[config.mk]
export PLATFORM = sky130hd
export DESIGN_NAME = ram_peri_dp
export DESIGN_NICKNAME = d
export VERILOG_FILES = /design/src/rtl/ram_peri_pkg.sv /design/src/rtl/ram_peri_dp_rd_pipe.sv /design/src/rtl/ram_peri_dp.sv
export SDC_FILE = /design/constraint.sdc
export NUM_CORES = 2
export LEC_CHECK = 0
export CORE_MARGIN = 5
export CORE_UTILIZATION = 57
export CTS_CLUSTER_SIZE = 30
export DETAILED_ROUTE_END_ITERATION = 6
export GPL_ROUTABILITY_DRIVEN = 0
export PLACE_DENSITY = 0.76
export SLEW_MARGIN = 20
export SYNTH_ARGS = -nofsm -noshare
export SYNTH_HDL_FRONTEND = slang
export SYNTH_HIERARCHICAL = 1
export SYNTH_SLANG_ARGS = --single-unit
[constraint.sdc]
create_clock -name AClkH -period 5.56 [get_ports AClkH]
set_clock_uncertainty 0.2 [all_clocks]
set_input_delay 0.834 -clock AClkH [delete_from_list [all_inputs] [get_ports AClkH]]
set_output_delay 0.834 -clock AClkH [all_outputs]
set_load 0.01 [all_outputs]
[src/rtl/ram_peri_pkg.sv]
// ram_peri_pkg: shared types and constants for the ram_peri_dp memory peripheral
package ram_peri_pkg;
  typedef enum logic {INIT, RUN} state_e;
  localparam int CFillSeed = 1;
  // Galois right-shift tap masks, one entry per supported width
  function automatic logic [31:0] lfsr_taps(input int w);
    case (w)
      2:       return 32'h0000_0003;
      3:       return 32'h0000_0006;
      4:       return 32'h0000_000C;
      5:       return 32'h0000_0014;
      6:       return 32'h0000_0030;
      7:       return 32'h0000_0060;
      8:       return 32'h0000_00B8;
      16:      return 32'h0000_B400;
      32:      return 32'hA300_0000;
      default: return 32'h0000_00B8;
    endcase
  endfunction
endpackage

[src/rtl/ram_peri_dp_rd_pipe.sv]
// ram_peri_dp_rd_pipe: CLat-stage read data/valid shift with clock enable and reset flush
// Ports: clk, rst (sync, high), en (clock enable), vld_in/data_in (stage input),
//        vld_out/data_out (last stage; data holds while no valid arrives)
module ram_peri_rd_pipe #(
  parameter int CDataLen = 8,
  parameter int CLat = 1
) (
  input  logic                clk,
  input  logic                rst,
  input  logic                en,
  input  logic                vld_in,
  input  logic [CDataLen-1:0] data_in,
  output logic                vld_out,
  output logic [CDataLen-1:0] data_out
);
  logic [CLat-1:0]               vld_q, vld_d;
  logic [CLat-1:0][CDataLen-1:0] data_q, data_d;
  always_comb begin
    vld_d = vld_q;
    data_d = data_q;
    if (en) begin
      vld_d[0] = vld_in;
      data_d[0] = vld_in ? data_in : data_q[0];
      for (int k = 1; k < CLat; k++) begin
        vld_d[k] = vld_q[k-1];
        data_d[k] = vld_q[k-1] ? data_q[k-1] : data_q[k];
      end
    end
  end
  always_ff @(posedge clk) begin
    if (rst) begin
      vld_q <= '0;
      data_q <= '0;
    end else begin
      vld_q <= vld_d;
      data_q <= data_d;
    end
  end
  assign vld_out = vld_q[CLat-1];
  assign data_out = data_q[CLat-1];
endmodule

[src/rtl/ram_peri_dp.sv]
// ram_peri_dp: simple dual-port RAM peripheral with self-initialisation and collision policy
// Ports: AClkH/AResetH (clock, sync active-high reset), AClkHEn (clock enable),
//        AAddrWr/AMosi/AWrEn (write port), AAddrRd/ARdEn (read port),
//        AMiso/AMisoVld (read data + valid pulse), ABusy (initialisation running).
// Optional: define RAM_PERI_LFSR_FILL_EN to fill with a Galois LFSR pattern instead of zero.
module ram_peri_dp
  import ram_peri_pkg::*;
#(
  parameter int CAddrLen = 8,
  parameter int CDataLen = 8,
  parameter int CDepth = 256,
  parameter int CRdLat = 1,
  parameter int CWrFirst = 1
) (
  input  logic                AClkH,
  input  logic                AResetH,
  input  logic                AClkHEn,
  input  logic [CAddrLen-1:0] AAddrWr,
  input  logic [CDataLen-1:0] AMosi,
  input  logic                AWrEn,
  input  logic [CAddrLen-1:0] AAddrRd,
  input  logic                ARdEn,
  output logic [CDataLen-1:0] AMiso,
  output logic                AMisoVld,
  output logic                ABusy
);
  // one extra bit so a full 2**CAddrLen depth compares without wrapping
  localparam logic [CAddrLen:0] CDepthW = (CAddrLen+1)'(CDepth);
  localparam logic [CAddrLen:0] CLast = (CAddrLen+1)'(CDepth - 1);
  state_e                state_q, state_d;
  logic [CAddrLen:0]     cnt_q, cnt_d;
  logic [CDataLen-1:0]   mem_q [CDepth];
  logic [CDataLen-1:0]   fill, rd_data, wr_data;
  logic [CAddrLen-1:0]   wr_idx;
  logic                  run, wr_hit, rd_hit, coll, wr_en, rd_vld;
`ifdef RAM_PERI_LFSR_FILL_EN
  localparam logic [CDataLen-1:0] CTaps = CDataLen'(lfsr_taps(CDataLen));
  logic [CDataLen-1:0] lfsr_q, lfsr_d;
  always_comb lfsr_d = (AClkHEn && !run) ? ((lfsr_q >> 1) ^ (lfsr_q[0] ? CTaps : '0)) : lfsr_q;
  always_ff @(posedge AClkH) lfsr_q <= AResetH ? CDataLen'(CFillSeed) : lfsr_d;
  assign fill = lfsr_q;
`else
  assign fill = '0;
`endif
  assign run = state_q == RUN;
  assign ABusy = !run;
  assign wr_hit = {1'b0, AAddrWr} < CDepthW;
  assign rd_hit = {1'b0, AAddrRd} < CDepthW;
  assign coll = AWrEn && wr_hit && AAddrWr == AAddrRd;
  // write-first bypasses the array; read-first sees the pre-edge contents
  assign rd_data = !rd_hit ? '0 : (coll && CWrFirst != 0) ? AMosi : mem_q[AAddrRd];
  assign rd_vld = run && ARdEn;
  assign wr_en = !AResetH && AClkHEn && (run ? AWrEn && wr_hit : 1'b1);
  assign wr_idx = run ? AAddrWr : cnt_q[CAddrLen-1:0];
  assign wr_data = run ? AMosi : fill;
  always_comb begin
    state_d = state_q;
    cnt_d = cnt_q;
    if (AClkHEn && !run) begin
      cnt_d = cnt_q + 1'b1;
      state_d = cnt_q == CLast ? RUN : INIT;
    end
  end
  always_ff @(posedge AClkH) begin
    if (AResetH) begin
      state_q <= INIT;
      cnt_q <= '0;
    end else begin
      state_q <= state_d;
      cnt_q <= cnt_d;
    end
  end
  always_ff @(posedge AClkH) if (wr_en) mem_q[wr_idx] <= wr_data;
  ram_peri_rd_pipe #(.CDataLen(CDataLen), .CLat(CRdLat)) u_rd_pipe (
    .clk     (AClkH),
    .rst     (AResetH),
    .en      (AClkHEn),
    .vld_in  (rd_vld),
    .data_in (rd_data),
    .vld_out (AMisoVld),
    .data_out(AMiso)
  );
endmodule

==> flow_metrics.py <==
metrics = {
    "clock_network": {
        "path_clk_slew_ps": 60,
        "root_buffer": "clkbuf_16",
        "htreeDepth": 4,
        "clk_path_buf_depth": 3,
        "cts_tree": "done",
        "postCtsSetupBuffers": 0,
        "cts_resized": 0,
        "cts_made_buffers": 189,
        "cts_sinks": 2067,
        "cts_hold_buf": 0,
        "clock_latency_ps": 840,
    },
    "min_path": {
        "hold_depth": 2,
        "holdPathEnd": "cnt_q[8]",
        "min_path_type": "flop to flop",
        "min_from": "cnt_q[8]",
    },
    "sta": {
        "fmaxAchievable_mhz": 247,
        "finalCriticalPeriod_ps": 4040,
        "relSlewSlack": 0.302,
        "worstMarginPinSlew_ps": 1050,
        "period_share": 0.727,
        "drv_slew": 0,
        "finalSetupTns_ps": 0,
        "finalSetupViolCount": 0,
        "final_hold_viol_count": 0,
        "rsz0062_at_grt": "false",
    },
    "drt": {
        "num_vias": 41665,
        "first_iter_violations": 5597,
        "wl_met2_mm": 92.6,
        "top_layer_used": "met5",
        "drc": 0,
        "m1WireLength_mm": 72.1,
        "firstDrtPassIters": 6,
        "wl_mm": 195,
        "met3_length_mm": 22.2,
        "wire_per_inst_um": 31.5,
        "vias_per_cell": 6.71,
        "postRouteAntennaNets": 0,
    },
    "global_routing": {
        "antenna_found_initial": 4,
        "grt_pass1_vias": 41079,
        "gr-usage-all-layers": 0.260,
        "grt-ovfl-total": 0,
        "grt_pass1_wl_mm": 286,
        "grt_start_max_net_pins": 153,
    },
    "worst_setup_path": {
        "crit_arrival_ps": 4550,
        "slowest_delay_ps": 710,
        "r2r_cells": 4,
        "crit_type": "primary input to flop",
        "rr_endpoint": "mem_q[72][6]",
        "critPathRequiredTime_ps": 6070,
        "crit_slowest_cell": "nor4b_1",
        "regToRegStartpoint": "run",
        "worstSetupStartpointType": "primary input",
        "cp_cell_sequence": "buf_8 > buf_4 > nand2_2 > a211oi_1 > nor3_1 > nor4b_1 > nand4_1 > nand4_1 > o21ai_1 > nand3_1 > a21oi_1",
        "rrSetupSlack_ps": 1530,
        "worst_path_most_repeated_cell": "nand4_1",
        "end_kind": "flop",
        "cp_max_fo": 60,
    },
    "floorplanning": {
        "std_cell_rows": 138,
        "die_x_um": 387,
        "fp.dieH_um": 387,
        "num_io_pins": 39,
        "initial_core_util": 0.573,
        "dieArea_sq_um": 150000,
        "core_sq_um": 142000,
    },
    "finish": {
        "finish.utilization": 0.633,
        "final_cell_area_sq_um": 89600,
        "area_growth_pct": 10.4,
        "nets": 4200,
        "drive_above_1_share": 0.200,
        "fill_cells": 9270,
    },
    "logic_synthesis": {
        "synth_cell_types": 67,
        "synth_area_sq_um": 81100,
        "synth_area_leaders": "edfxtp_1 76%, mux4_2 11%, mux2i_1 2.4%",
        "synth_ff_type": "edfxtp_1",
        "syn_inst": 4071,
        "ys_warn_count": 6,
        "post_synth.cell_area_avg_sq_um": 19.9,
        "ys_async_sr_fraction": 0,
        "synth_top_area_share": 0.758,
        "synth_nets": 4102,
        "synth_seq_cells": 2067,
        "ys_seq_area_frac": 0.763,
        "yosysTopAreaCell": "edfxtp_1",
        "synth_edf_count": 2048,
    },
    "run_status": {
        "status": "completed",
    },
    "power": {
        "ir_drop_mv": 0.314,
        "p_per_area_nw_per_um2": 342,
        "p_leak_nw": 28.2,
    },
    "place": {
        "post-dp-hpwl_mm": 119,
        "dpl_cell_area_sq_um": 83500,
        "io_buffers": 38,
    },
    "run": {
        "cap_violations": 0,
    },
}
==> layout make-up <==
cell class | count | area [sq um] | share of cell area
antenna | 1 | 2.50 | 0.0000279
clock buffer | 233 | 5000 | 0.0558
clock inverter | 108 | 1040 | 0.0116
inverter | 11 | 41.3 | 0.000461
multi-input combinational | 1737 | 17700 | 0.197
sequential | 2067 | 61900 | 0.691
tap | 1890 | 2360 | 0.0264
timing repair buffer | 163 | 1570 | 0.0176
==> placed cells by master, fill, tap and decap left out, types with 10 or more instances in the layout <==
cell / synthesis / final
nor3_1: 18 / 18
o211ai_1: 10 / 10
mux4_2: 387 / 387
nand3_1: 50 / 50
nand2b_1: 12 / 12
clkbuf_16: 0 / 194
mux2i_1: 191 / 191
bufinv_16: 0 / 17
edfxtp_1: 2048 / 2048
nand2_1: 105 / 105
nor2b_1: 38 / 35
clkinv_1: 0 / 44
buf_12: 8 / 20
o21ai_0: 75 / 75
a22o_1: 10 / 10
a221oi_1: 58 / 58
a22oi_1: 84 / 84
nand4_1: 23 / 23
o22ai_1: 44 / 44
clkbuf_1: 104 / 39
a31oi_1: 28 / 28
mux2_2: 31 / 31
buf_4: 32 / 106
a211oi_1: 47 / 47
mux4_1: 10 / 10
o221ai_1: 16 / 16
xnor2_1: 11 / 11
a21oi_1: 38 / 38
clkdlybuf4s50_1: 0 / 33
clkinv_2: 0 / 32
o31ai_1: 18 / 18
dfxtp_1: 19 / 19
nor2_1: 315 / 313
==> per-layer routing <==
metal | GRT usage | up-vias
met1 | 0.365 | 21493
met4 | 0.101 | 4
met2 | 0.400 | 2679
li1 | - | 17023
met3 | 0.0656 | 466
met5 | 0 | -
==> sequential cells by signal (all words and copies together) (netlist names) <==
| register | cells |
|---|---|
| cnt_q | 9 |
| run | 1 |
| u_rd_pipe/data_out | 8 |
| mem_q | 2048 |
| u_rd_pipe/vld_out | 1 |
==> power by group <==
| group | internal [mW] | switching (mW) |
|---|---|---|
| clock | 7.18 | 5.62 |
| sequential | 16.9 | 0.00608 |
| combinational | 0.367 | 0.645 |
| total | 24.4 | 6.27 |
==> cells in the mapped netlist, drive strengths merged, types with 38 or more instances <==
cell type  instances
buf              152
a22oi             84
nor2b             38
o21ai             82
o22ai             48
mux2i            191
mux4             397
nand3             50
a21oi             40
edfxtp          2048
clkbuf           104
a221oi            58
nand2            107
a211oi            54
nor2             315
==> worst max-delay path by stage <==
stage	start	to	slack (ps)	cells past startpoint
global placement	AAddrRd[6]	u_rd_pipe/data_out[7]	910	11
CTS	AAddrRd[6]	u_rd_pipe/data_out[7]	1820	11
finish	AAddrRd[0]	u_rd_pipe/data_out[6]	1520	11
global route	run	mem_q[0][6]	1500	4
floorplan	run	mem_q[0][0]	60	4
detailed placement	AAddrRd[6]	u_rd_pipe/data_out[7]	900	11
==> cell families (layout without fill, tap and decap cells) <==
kind of cell / after synthesis / count (layout) / synth area share
DFF: 2067 / 2067 / 0.763
muxes: 619 / 619 / 0.139
and+or+nand+nor: 608 / 608 / 0.0333
AOI/OAI and AO/OA: 494 / 494 / 0.0437
buffers and inverters: 267 / 515 / 0.0200
xor gates and xnor gates: 14 / 14 / 0.00151
adders and majority gates: 2 / 2 / 0.000308
other: 0 / 1 / 0
==> worst max-delay path: cells and delay by family <==
kind            cells  cell delay, ps
buf+inv             2             960
compound gates      3             790
simple gates        6            1900
==> stage by stage <==
| stage | hold slack (ps) | power [mW] | cells | setup WS [ps] |
|---|---|---|---|---|
| global placement | 287 | 18.2 | 5868 | 909 |
| global route | 355 | 31.5 | 6209 | 1500 |
| floorplan | 278 | 17.9 | 4071 | 62.7 |
| CTS | 331 | 30.7 | 6209 | 1820 |
| finish | 333 | 30.7 | 6210 | 1520 |
| detailed placement | 297 | 18.2 | 5868 | 902 |
Note: power is estimated with default switching activity, not from simulation.
